[config.mk]
export PLATFORM = sky130hd
export DESIGN_NAME = swd_target_responder
export DESIGN_NICKNAME = d
export VERILOG_FILES = /design/src/rtl/swd_target_responder.sv
export SDC_FILE = /design/constraint.sdc
export NUM_CORES = 1
export LEC_CHECK = 0
export CAP_MARGIN = 20
export CORE_MARGIN = 8
export CORE_UTILIZATION = 40
export CTS_CLUSTER_DIAMETER = 60
export DETAILED_ROUTE_END_ITERATION = 6
export HOLD_SLACK_MARGIN = 0.08
export PLACE_DENSITY = 0.58
export SYNTH_ARGS = -nofsm -noshare
export SYNTH_HDL_FRONTEND = slang
export SYNTH_SLANG_ARGS = --single-unit
[constraint.sdc]
create_clock -name clk -period 8.57 [get_ports clk]
set_input_delay 0.857 -clock clk [delete_from_list [all_inputs] [get_ports clk]]
set_output_delay 0.857 -clock clk [all_outputs]
set_load 0.01 [all_outputs]
[src/rtl/swd_target_responder.sv]
// -----------------------------------------------------------------------------
// swd_target_responder
//
// Target-side responder for the SWD wire protocol. It decodes the 8-bit host
// request, returns a 3-bit ACK, and then either drives 32 read-data bits plus
// parity or samples 32 write-data bits plus parity. swclk and swdio_i come
// from the pad and are brought into the clk domain through a 2-flop
// synchronizer. The FSM samples on synchronized rising edges and changes what
// it drives on synchronized falling edges. clk must run at 4x swclk or faster
// so that each swclk phase spans several clk cycles.
//
// Ports
//   clk, rst_n     system clock; synchronous active-low reset
//   swclk          SWD clock from the host (asynchronous to clk)
//   swdio_i        SWDIO pad input
//   swdio_o        SWDIO pad output value (0 whenever swdio_oe = 0)
//   swdio_oe       SWDIO pad output enable (1 = target drives)
//   ack_sel        ACK to return, sent LSB first (001 OK, 010 WAIT, 100 FAULT)
//   ack_sel_vld    1 = use ack_sel, 0 = use ACK_DEFAULT
//   rd_data        read data returned on OK reads
//   req_valid      one-clk pulse: a valid request was decoded
//   req_apndp      decoded APnDP, held until the next req_valid
//   req_rnw        decoded RnW, held until the next req_valid
//   req_addr       decoded {A3,A2}, held until the next req_valid
//   wr_valid       one-clk pulse: write data and parity captured
//   wr_data        captured write data, held until the next wr_valid
//   wr_parity_err  qualifies wr_valid; 1 = write parity mismatch
//   proto_err      one-clk pulse: malformed request
// -----------------------------------------------------------------------------
module swd_target_responder #(
  parameter logic [2:0] ACK_DEFAULT = 3'b001
) (
  input  logic        clk,
  input  logic        rst_n,
  input  logic        swclk,
  input  logic        swdio_i,
  output logic        swdio_o,
  output logic        swdio_oe,
  input  logic [2:0]  ack_sel,
  input  logic        ack_sel_vld,
  input  logic [31:0] rd_data,
  output logic        req_valid,
  output logic        req_apndp,
  output logic        req_rnw,
  output logic [1:0]  req_addr,
  output logic        wr_valid,
  output logic [31:0] wr_data,
  output logic        wr_parity_err,
  output logic        proto_err
);

  typedef enum logic [2:0] {
    ST_IDLE  = 3'd0,
    ST_REQ   = 3'd1,
    ST_TRN1  = 3'd2,
    ST_ACK   = 3'd3,
    ST_RDATA = 3'd4,
    ST_TRN2  = 3'd5,
    ST_WDATA = 3'd6
  } state_t;

  // Even parity (XOR reduction) of a 32-bit data word.
  function automatic logic par32(input logic [31:0] v);
    return ^v;
  endfunction

  // Even parity of the four request header bits {A3,A2,RnW,APnDP}.
  function automatic logic par4(input logic [3:0] v);
    return ^v;
  endfunction

  // Synchronizer and edge-detection state.
  logic swclk_s1_q, swclk_s2_q, swclk_prev_q;
  logic swdio_s1_q, swdio_s2_q;
  logic rise_evt, fall_evt;

  // FSM state and datapath registers.
  state_t      state_q;
  logic [5:0]  bit_cnt_q;
  logic [5:0]  req_bits_q;   // APnDP, RnW, A2, A3, parity, stop (LSB first)
  logic [2:0]  ack_q;
  logic [31:0] rd_q;
  logic        rd_par_q;
  logic [31:0] wr_shift_q;

  // Registered outputs.
  logic        swdio_o_q, swdio_oe_q;
  logic        req_valid_q, req_apndp_q, req_rnw_q;
  logic [1:0]  req_addr_q;
  logic        wr_valid_q, wr_parity_err_q, proto_err_q;
  logic [31:0] wr_data_q;

  // Combinational helpers.
  logic        req_ok_d;
  logic [4:0]  rd_idx_d;

  assign rise_evt = swclk_s2_q & ~swclk_prev_q;
  assign fall_evt = ~swclk_s2_q & swclk_prev_q;

  // Request check (park is the bit being sampled) and next read-bit index.
  always_comb begin
    req_ok_d = (req_bits_q[4] == par4(req_bits_q[3:0])) && !req_bits_q[5] && swdio_s2_q;
    rd_idx_d = bit_cnt_q[4:0] + 5'd1;
  end

  // Two-flop synchronizers for swclk and swdio_i, plus the previous swclk value
  // used for edge detection. swdio goes through the same depth so that data
  // stays aligned with the clock edge that qualifies it.
  always_ff @(posedge clk) begin
    if (!rst_n) begin
      swclk_s1_q   <= 1'b0;
      swclk_s2_q   <= 1'b0;
      swclk_prev_q <= 1'b0;
      swdio_s1_q   <= 1'b0;
      swdio_s2_q   <= 1'b0;
    end else begin
      swclk_s1_q   <= swclk;
      swclk_s2_q   <= swclk_s1_q;
      swclk_prev_q <= swclk_s2_q;
      swdio_s1_q   <= swdio_i;
      swdio_s2_q   <= swdio_s1_q;
    end
  end

  // Protocol FSM with registered pad and handshake outputs.
  always_ff @(posedge clk) begin
    if (!rst_n) begin
      state_q         <= ST_IDLE;
      bit_cnt_q       <= 6'd0;
      req_bits_q      <= 6'd0;
      ack_q           <= 3'd0;
      rd_q            <= 32'd0;
      rd_par_q        <= 1'b0;
      wr_shift_q      <= 32'd0;
      swdio_o_q       <= 1'b0;
      swdio_oe_q      <= 1'b0;
      req_valid_q     <= 1'b0;
      req_apndp_q     <= 1'b0;
      req_rnw_q       <= 1'b0;
      req_addr_q      <= 2'd0;
      wr_valid_q      <= 1'b0;
      wr_data_q       <= 32'd0;
      wr_parity_err_q <= 1'b0;
      proto_err_q     <= 1'b0;
    end else begin
      req_valid_q <= 1'b0;
      wr_valid_q  <= 1'b0;
      proto_err_q <= 1'b0;
      case (state_q)
        ST_IDLE: begin
          swdio_oe_q <= 1'b0;
          swdio_o_q  <= 1'b0;
          if (rise_evt && swdio_s2_q) begin
            state_q   <= ST_REQ;
            bit_cnt_q <= 6'd0;
          end
        end

        ST_REQ: begin
          if (rise_evt) begin
            if (bit_cnt_q == 6'd6) begin
              bit_cnt_q <= 6'd0;
              if (req_ok_d) begin
                req_valid_q <= 1'b1;
                req_apndp_q <= req_bits_q[0];
                req_rnw_q   <= req_bits_q[1];
                req_addr_q  <= {req_bits_q[3], req_bits_q[2]};
                ack_q       <= ack_sel_vld ? ack_sel : ACK_DEFAULT;
                state_q     <= ST_TRN1;
              end else begin
                proto_err_q <= 1'b1;
                state_q     <= ST_IDLE;
              end
            end else begin
              req_bits_q[bit_cnt_q[2:0]] <= swdio_s2_q;
              bit_cnt_q                  <= bit_cnt_q + 6'd1;
            end
          end
        end

        // First falling edge is the host releasing the line; the next one
        // starts the ACK.
        ST_TRN1: begin
          if (fall_evt) begin
            if (bit_cnt_q == 6'd0) begin
              bit_cnt_q <= 6'd1;
            end else begin
              swdio_oe_q <= 1'b1;
              swdio_o_q  <= ack_q[0];
              bit_cnt_q  <= 6'd0;
              state_q    <= ST_ACK;
            end
          end
        end

        ST_ACK: begin
          if (fall_evt) begin
            case (bit_cnt_q)
              6'd0: begin
                swdio_o_q <= ack_q[1];
                bit_cnt_q <= 6'd1;
              end
              6'd1: begin
                // Snapshot read data so it cannot change mid-transfer.
                swdio_o_q <= ack_q[2];
                rd_q      <= rd_data;
                rd_par_q  <= par32(rd_data);
                bit_cnt_q <= 6'd2;
              end
              default: begin
                bit_cnt_q <= 6'd0;
                if ((ack_q == 3'b001) && req_rnw_q) begin
                  swdio_o_q <= rd_q[0];
                  state_q   <= ST_RDATA;
                end else if (ack_q == 3'b001) begin
                  swdio_oe_q <= 1'b0;
                  swdio_o_q  <= 1'b0;
                  state_q    <= ST_TRN2;
                end else begin
                  swdio_oe_q <= 1'b0;
                  swdio_o_q  <= 1'b0;
                  state_q    <= ST_IDLE;
                end
              end
            endcase
          end
        end

        // bit_cnt_q holds the index of the bit currently on the wire; 32 means
        // parity is on the wire.
        ST_RDATA: begin
          if (fall_evt) begin
            if (bit_cnt_q < 6'd31) begin
              swdio_o_q <= rd_q[rd_idx_d];
              bit_cnt_q <= bit_cnt_q + 6'd1;
            end else if (bit_cnt_q == 6'd31) begin
              swdio_o_q <= rd_par_q;
              bit_cnt_q <= 6'd32;
            end else begin
              swdio_oe_q <= 1'b0;
              swdio_o_q  <= 1'b0;
              bit_cnt_q  <= 6'd0;
              state_q    <= ST_IDLE;
            end
          end
        end

        // The turnaround rising edge carries no data.
        ST_TRN2: begin
          if (rise_evt) begin
            bit_cnt_q <= 6'd0;
            state_q   <= ST_WDATA;
          end
        end

        ST_WDATA: begin
          if (rise_evt) begin
            if (bit_cnt_q < 6'd32) begin
              wr_shift_q[bit_cnt_q[4:0]] <= swdio_s2_q;
              bit_cnt_q                  <= bit_cnt_q + 6'd1;
            end else begin
              wr_valid_q      <= 1'b1;
              wr_data_q       <= wr_shift_q;
              wr_parity_err_q <= swdio_s2_q ^ par32(wr_shift_q);
              bit_cnt_q       <= 6'd0;
              state_q         <= ST_IDLE;
            end
          end
        end

        default: begin
          swdio_oe_q <= 1'b0;
          swdio_o_q  <= 1'b0;
          bit_cnt_q  <= 6'd0;
          state_q    <= ST_IDLE;
        end
      endcase
    end
  end

  assign swdio_o       = swdio_o_q;
  assign swdio_oe      = swdio_oe_q;
  assign req_valid     = req_valid_q;
  assign req_apndp     = req_apndp_q;
  assign req_rnw       = req_rnw_q;
  assign req_addr      = req_addr_q;
  assign wr_valid      = wr_valid_q;
  assign wr_data       = wr_data_q;
  assign wr_parity_err = wr_parity_err_q;
  assign proto_err     = proto_err_q;

endmodule

# After elaboration in Yosys (flattened, before gate mapping)

Cells that the tools add are included.

Equal/unequal tests: 25
Divide/modulo/power cells: 0
Shift operators: 0
Bitwise gates (word level): 8
Muxes and demuxes: 61
Reductions and logical operators: 25
Multipliers: 0
$lt $le $gt $ge: 7
Add/sub/neg operators: 2

Operator list:

| kind                | number |
|---|---|
| $mux 6              | 11 |
| $reduce_xor 32->1   | 2 |
| $mux 3              | 16 |
| $pmux 6 s7          | 1 |
| $bwmux 32           | 1 |
| $ne 2x2->1 const B  | 14 |
| $mux 1              | 22 |
| $pmux 3 s7          | 1 |
| $reduce_and 3->1    | 5 |
| $reduce_and 13->1   | 1 |
| $lt 5x6->1 const B  | 2 |
| $eq 3x3->1 const B  | 3 |
| $reduce_and 9->1    | 1 |
| $pmux 1 s4          | 2 |
| $reduce_and 4->1    | 2 |
| $reduce_and 7->1    | 1 |
| $add 6x1->6 const B | 1 |
| $bwmux 6            | 1 |
| $eq 3x1->1 const B  | 2 |
| $eq 3x2->1 const B  | 2 |
| $eq 6x1->1 const B  | 1 |
| $eq 6x3->1 const B  | 1 |
| $eq 6x5->1 const B  | 1 |
| $logic_and 1x1->1   | 6 |
| other kinds (23)    | 28 |

Input port bits: 40
ROM bits: 0
Memory bits (writable): 0
Output and inout bits: 42
Logic and storage cells: 150
Latch bits: 0
Memories kept: 0
Bits in registers: 130

# Logic depth before layout (Yosys ltp)

Gate-level depths: netlist (run 1).

Depth after elaboration: 8
Depth in mapped cells: 9
Mapped depth without buffers: 8

# Least setup slack after synthesis (run 1)

OpenSTA, ideal clock, no wires.

Path type: reg-to-reg
From: reg bit_cnt_q[0]
To: reg swdio_o_q, in the netlist swdio_o
Arrival: 2.588 ns
Period minus slack after synthesis: 2.714 ns
Stages on the path, launching flop included: 10
Setup slack: 5.856 ns
Path through: dfxtp_1 -> buf_2 -> inv_1 -> ha_1 -> buf_2 -> mux4_2 -> mux4_2 -> or2_0 -> a31oi_1 -> o41ai_1

Longest elaborated chain between the ends: 6

Ends and longest elaborated chain:

| element                      | line | text |
|---|---|---|
| from (decl)                  | 79   | `logic [5:0] bit_cnt_q;` |
| from (signal assigned)       | 176  | `bit_cnt_q <= bit_cnt_q + 6'd1;` |
| from (signal assigned)       | 235  | `bit_cnt_q <= bit_cnt_q + 6'd1;` |
| from (signal assigned)       | 260  | `bit_cnt_q <= bit_cnt_q + 6'd1;` |
| $add 5x1->5                  | 103  | `rd_idx_d = bit_cnt_q[4:0] + 5'd1;` |
| $bmux 1 s5                   | 234  | `swdio_o_q <= rd_q[rd_idx_d];` |
| $mux 1 (not written as such) | 234  |  |
| $mux 1                       | 233  | `if (bit_cnt_q < 6'd31) begin` |
| $mux 1                       | 232  | `if (fall_evt) begin` |
| $pmux 1 s4                   | 149  | `case (state_q)` |
| to (signal assigned)         | 189  | `swdio_o_q <= ack_q[0];` |
| to (signal assigned)         | 234  |  |
| to (signal assigned)         | 237  | `swdio_o_q <= rd_par_q;` |
| to (decl)                    | 87   | `logic swdio_o_q, swdio_oe_q;` |

Several ways; a longest one is shown, not always the timed one. The select of a mux whose other input is x is not followed.
A chain may end at the register's enable or synchronous reset.

# Worst setup path in the final report (run 1)

Ends and elaborated chain as after synthesis.

==> results of run 1 <==
[registers in the layout, indices dropped and copies added (netlist names), 2 cells and up]
signal and count:
state_q 3, ack_q 3, wr_shift_q 32, wr_data 32, req_addr 2, req_bits_q 6, bit_cnt_q 6, rd_q 32
[Yosys cell counts (2+ instances only)]
cell type and n:
nor3_1 9, nand3_1 10, xor2_1 11, a211oi_1 6, o211ai_1 2, nand3b_1 4, xnor3_1 3, a21oi_1 78
or3_1 4, nor2_1 53, and2b_1 2, clkbuf_1 41, nor3b_1 7, o41ai_1 2, dfxtp_1 130, ha_1 5
buf_2 10, xnor2_1 52, mux2i_1 41, nor3b_4 2, a22oi_1 2, and2_1 8, mux4_2 9, a31oi_1 6
o21ai_1 2, or4b_1 2, nor4_1 3, nand2_1 181, inv_1 6, nor2b_1 5, and3_1 10, and3b_1 3
o21ai_0 5
[through the flow]
| step | util, % | hold WS (ns) | power, mW | area (µm²) |
|---|---|---|---|---|
| 4_1_cts | 50.5 | 0.452 | 1.45 | 7650 |
| 6_report | 50.6 | 0.444 | 1.43 | 7660 |
| 2_1_floorplan | - | 0.412 | 0.674 | 6190 |
| 3_5_place_dp | 46.5 | 0.430 | 0.705 | 7050 |
| 5_1_grt | 50.6 | 0.473 | 1.48 | 7660 |
| 3_3_place_gp | 46.5 | 0.434 | 0.705 | 7050 |
[per-layer routing]
| layer | wire (µm) | vias up | global-route usage, % |
|---|---|---|---|
| met5 | 0 | - | 0 |
| met4 | 238 | 0 | 5.54 |
| met3 | 731 | 22 | 4.42 |
| met2 | 6550 | 103 | 23.8 |
| met1 | 7000 | 2330 | 20.2 |
| li1 | - | 2564 | - |
[cells by family (layout without fill, tap and decap cells)]
group           count (synthesis)  after routing  share of synthesized area, %
simple gates                  310            310                          22.6
flops                         130            130                          42.1
compound gates                112            112                          10.4
xor+xnor                       66             66                          10.0
buf+inv                        60            125                          3.98
mux                            50             50                          9.91
fa+ha+maj                       5              5                          1.01
[layout make-up]
type / count / share of cell area, %
timing repair buffer: 86 / 11.2
clock buffer: 20 / 5.83
sequential: 130 / 34.0
multi-input combinational: 543 / 43.6
clock inverter: 12 / 2.01
inverter: 7 / 0.359
tap: 188 / 3.07
[worst register-to-register path: cells and delay by family (launching register included)]
kind	cells	cell delay, ns
muxes	2	1.03
DFF	1	0.73
and+or+nand+nor	1	0.21
AOI/OAI and AO/OA	2	0.32
adders and majority gates	1	0.64
buffers and inverters	1	0.19
[path summary, 6_finish.rpt]
path,startpoint,to
worst min-delay path,swclk_s1_q,swclk_s2_q
worst max register to register,bit_cnt_q[0],swdio_o
worst min register to register,swclk_s1_q,swclk_s2_q
worst max-delay path,bit_cnt_q[0],swdio_o
[power by group through the flow]
stage	Clock [mW]	Combinational, mW	Sequential [mW]
detailed placement	0	0.0850	0.620
finish	0.737	0.0837	0.607
floorplan	0	0.0546	0.620
global placement	0	0.0848	0.620
global route	0.782	0.0910	0.607
CTS	0.753	0.0853	0.607
==> metrics.md, run 1 <==
| Metric | Value |
|---|---|
| Largest net degree at the start of global routing | `66` |
| VDD IR-drop max | `0.000145 V` |
| Comb pwr share | `5.9%` |
| CTS clk-pin slew, worst paths | `0.06 ns` |
| Crit path cell chain | `inv_1 -> ha_1 -> mux4_2 -> mux4_2 -> or2_0 -> a31oi_1 -> o41ai_1` |
| Initial antenna violation count | `0` |
| Die area | `19700 µm²` |
| Detailed Route WL | `14500 µm` |
| Detailed-route via count | `5019` |
| CTS Buf Count | `17` |
| Cell family with most CP delay | `multiplexers` |
| CTS tree | `done` |
| GRT Total Usage | `15.5%` |
| Post-DP HPWL | `10100 µm` |
| Cell variety after synth | `52` |
| Post-CTS Hold Buffers | `0` |
| Crit. End Element | `register` |
| Pwr Density | `186 nW/µm²` |
| Layout area overhead | `23.8%` |
| # port buffers | `81` |
| DRT iter0 DRCs | `307` |
| DR WL/cell | `14.7 µm` |
| Leakage | `2.84 nW` |
| TritonCTS Sinks | `130` |
| CP max FO | `16` |
| Status | `completed` |
| Seq/Total Area, Yosys | `42.1%` |
| Max Clk Rate | `0.305 GHz` |
| Post-cts sizing count | `0` |
| Critical path startpoint category | `register` |
| First-pass GRT wire length | `25100 µm` |
| Number of global-route vias before repair | `5031` |
| Main area contributors after synthesis | `dfxtp_1 42%, nand2_1 11%, xnor2_1 7.4%` |
| Layout cells sized above 1 | `6.27%` |
| Nets@finish | `830` |
| Starting Density | `40.9%` |
| Sequential power share | `42.5%` |
| Max_slew headroom | `34.6%` |
| Sw frac | `21.9%` |
| YS warnings | `0` |
| DRC violations left | `0` |
| Crit path buffers/inverters | `1` |
| CP Class | `reg2reg` |
| Setup TNS | `0 ns` |
| Row Count | `45` |
| Worst Path Arrival | `3.55 ns` |
| Count of final setup violators | `0` |
| Slew Viols, Final | `0` |
| Vias per cell | `5.09` |
| GPL Wtd Cong | `0.798` |
| Net Sw Power | `0.313 mW` |
| DR pass1 iterations | `4` |
| RSZ-0062 raised after global routing | `false` |
| Hold depth | `1` |
| Number of diodes | `0` |
| Multi-input logic area | `3340 µm²` |
| H-tree lvl count | `4` |
| Largest area contributor in the netlist | `dfxtp_1` |
| Period utilization | `38.3%` |
| Post-synth top area share | `42.1%` |
| Max-cap violations | `0` |
| Ys async rst share | `0%` |
| GRT overflow | `0` |
| Root buf cell | `clkbuf_16` |
| Core Area | `15100 µm²` |
| CP dominant cell by count | `mux4_2` |
| Critical Path Slowest Stage Cell | `dfxtp_1` |
| Commonest non-fill, non-tap cell in the layout | `nand2_1` |
| Int Pwr | `1.12 mW` |
| Reg-to-reg setup timing slack | `5.29 ns` |
| Final Critical Period | `3.28 ns` |
| Critical Path Stages | `7` |
| Worst-Margin Slew | `0.978 ns` |
| R2R cell count | `7` |
| Commonest non-fill, non-tap cells in the layout | `181 x nand2_1, 130 x dfxtp_1, 81 x clkdlybuf4s50_1, 78 x a21oi_1, 53 x nor2_1` |
| Mapped Area | `6190 µm²` |
| Post-CTS Setup Bufs | `0` |
| Clock power share | `51.6%` |
| Fillers | `1443` |
| Die width | `140 µm` |
| Final worst slack | `5.29 ns` |
| Max Clock Skew | `0.00753 ns` |
| Finished Layout Cells | `986` |
| Clk_lat worst skew | `0.42 ns` |
| Die height | `140 µm` |
| Number of synthesized register bits | `130` |
| Flip-flop and latch area | `2600 µm²` |
| Max stage delay on crit path | `0.73 ns` |
| Pre-CTS WS | `5.23 ns` |
| Hold Path Class | `reg2reg` |
| Syn_nets | `778` |
| EDFF count, synth | `0` |
| Syn avg cell area | `8.44 µm²` |
| IO Count | `82` |
| Mapped Cells | `733` |
| Post-DRT Antenna Nets | `0` |
| Final hold vios | `0` |
| Worst Path Required | `8.84 ns` |
| Placed Cells | `953` |
| Clock Path Buffers | `2` |
| Prevailing post-synth register cell | `dfxtp_1` |
Note: power is estimated with default switching activity, not from simulation.
==> run 2: changes to the inputs <==
- PLACE_DENSITY: 0.58 -> 0.6
- clock period: 8.57 -> 2.9 ns (I/O delays scaled with it)
==> metrics.md, run 2 (same netlist as run 1, synthesis figures left out) <==
| Metric | Value |
|---|---|
| Max_slew headroom | `51.3% (was 34.6%)` |
| HP Start | `swdio_s1_q (was swclk_s1_q)` |
| Post-DRT Antenna Nets | `0 (unchanged)` |
| Detailed Route WL | `14700 µm (was 14500 µm)` |
| Die height | `140 µm (unchanged)` |
| Core Area | `15100 µm² (unchanged)` |
| Number of diodes | `0 (unchanged)` |
| Final hold vios | `0 (unchanged)` |
| Setup TNS | `0 ns (unchanged)` |
| Critical path startpoint category | `register (unchanged)` |
| CP max FO | `9 (was 16)` |
| Die area | `19700 µm² (unchanged)` |
| H-tree lvl count | `4 (unchanged)` |
| Final Critical Period | `2.64 ns (was 3.28 ns)` |
| Hold Path Class | `reg2reg (unchanged)` |
| Final Util | `51.3% (was 50.6%)` |
| Slew Viols, Final | `0 (unchanged)` |
| VDD IR-drop max | `0.000368 V (was 0.000145 V)` |
| First-pass GRT wire length | `24500 µm (was 25100 µm)` |
| Worst Path Arrival | `2.92 ns (was 3.55 ns)` |
| Critical Path Source | `bit_cnt_q[1] (was bit_cnt_q[0])` |
| Max Clock Skew | `0.00611 ns (was 0.00753 ns)` |
| Layout area overhead | `25.4% (was 23.8%)` |
| GRT Total Usage | `15.2% (was 15.5%)` |
| DRC violations left | `0 (unchanged)` |
| DRT iter0 DRCs | `376 (was 307)` |
| Status | `completed (unchanged)` |
| DR WL/cell | `14.8 µm (was 14.7 µm)` |
| Leakage | `2.90 nW (was 2.84 nW)` |
| Max stage delay on crit path | `0.59 ns (was 0.73 ns)` |
| # port buffers | `81 (unchanged)` |
| Number of global-route vias before repair | `5016 (was 5031)` |
| Commonest non-fill, non-tap cells in the layout | `181 x nand2_1, 130 x dfxtp_1, 81 x clkdlybuf4s50_1, 78 x a21oi_1, 53 x nor2_1 (unchanged)` |
| Crit path buffers/inverters | `1 (unchanged)` |
| Vias per cell | `5.12 (was 5.09)` |
| CTS tree | `done (unchanged)` |
| CP Class | `reg2reg (unchanged)` |
| Post-CTS Setup Bufs | `0 (unchanged)` |
| Total power | `4.30 mW (was 1.43 mW)` |
| TritonCTS Sinks | `130 (unchanged)` |
| Post-cts sizing count | `0 (unchanged)` |
| Worst Path Required | `3.18 ns (was 8.84 ns)` |
| Crit. End Element | `register (unchanged)` |
| Critical Path Slowest Stage Cell | `ha_1 (was dfxtp_1)` |
| Clock Path Buffers | `2 (unchanged)` |
| Count of final setup violators | `0 (unchanged)` |
| Pwr Density | `554 nW/µm² (was 186 nW/µm²)` |
| Crit path cell chain | `inv_1 -> ha_1 -> mux4_2 -> mux4_2 -> or2_0 -> a31oi_1 -> o41ai_1 (unchanged)` |
| DR pass1 iterations | `4 (unchanged)` |
| Die width | `140 µm (unchanged)` |
| CP dominant cell by count | `mux4_2 (unchanged)` |
| Row Count | `45 (unchanged)` |
| Pre-CTS WS | `0.258 ns (was 5.23 ns)` |
| Post-DP HPWL | `10600 µm (was 10100 µm)` |
| Nets@finish | `838 (was 830)` |
| Max-cap violations | `0 (unchanged)` |
| GPL Wtd Cong | `0.894 (was 0.798)` |
| Layout cells sized above 1 | `7.32% (was 6.27%)` |
| Cell family with most CP delay | `multiplexers (unchanged)` |
| Max Clk Rate | `0.379 GHz (was 0.305 GHz)` |
| GRT overflow | `0 (unchanged)` |
| Worst reg2reg startpoint | `bit_cnt_q[1] (was bit_cnt_q[0])` |
| RSZ-0062 raised after global routing | `false (unchanged)` |
| Commonest non-fill, non-tap cell in the layout | `nand2_1 (unchanged)` |
| Largest net degree at the start of global routing | `60 (was 66)` |
| Period utilization | `91.0% (was 38.3%)` |
| Worst-Margin Slew | `0.728 ns (was 0.978 ns)` |
| CTS clk-pin slew, worst paths | `0.05 ns (was 0.06 ns)` |
| Starting Density | `40.9% (unchanged)` |
| IO Count | `82 (unchanged)` |
| CTS Buf Count | `17 (unchanged)` |
| Clk_lat worst skew | `0.42 ns (about the same)` |
| Initial antenna violation count | `0 (unchanged)` |
| Post-CTS Hold Buffers | `0 (unchanged)` |
| Final worst slack | `0.262 ns (was 5.29 ns)` |
| Detailed-route via count | `5093 (was 5019)` |
| Root buf cell | `clkbuf_16 (unchanged)` |
==> run 2: layout make-up <==
cell class / count / area, µm²
fillers: 1421 / 7380
multi-input cells: 543 / 3340
repair buffers: 94 / 933
flip-flops and latches: 130 / 2600
clock buffers: 19 / 443
clock inverters: 13 / 181
well taps: 188 / 235
inverters: 7 / 27.5
==> run 2: final timing paths <==
path	endpoint	slack, ns	depth (start not counted)
worst max-delay path	swdio_o	0.26	7
worst min-delay path	swdio_s2_q	0.45	1
worst max register to register	swdio_o	0.26	7
worst min register to register	swdio_s2_q	0.45	1
==> run 2: report_power, final <==
group          switching [mW]  total (mW)  internal, mW
clock network           0.785        2.24          1.46
registers             0.00511        1.80          1.79
logic                   0.122       0.258         0.136
total                   0.912        4.30          3.39
==> run 2: metrics by stage <==
stage                     instances  instance area [µm²]  hold slack (ns)
after global routing            994                 7760            0.469
after detailed placement        962                 7140            0.422
final                           994                 7760            0.447
after CTS                       994                 7760            0.441
after floorplan                 733                 6190            0.412
after global placement          962                 7140            0.424
==> run 2: per-layer routing <==
layer,part of all wire (%),GRT usage (%),vias up
met5,0,0,-
met2,46,24.2,101
met1,47,19.3,2392
met3,5.2,4.18,15
li1,-,-,2585
met4,1.2,5.14,0
==> run 3: changes to the inputs <==
- GPL_ROUTABILITY_DRIVEN: not set -> 0
==> results of run 3 <==
Same layout as run 2: the final DEF is identical, and so are final timing and power.
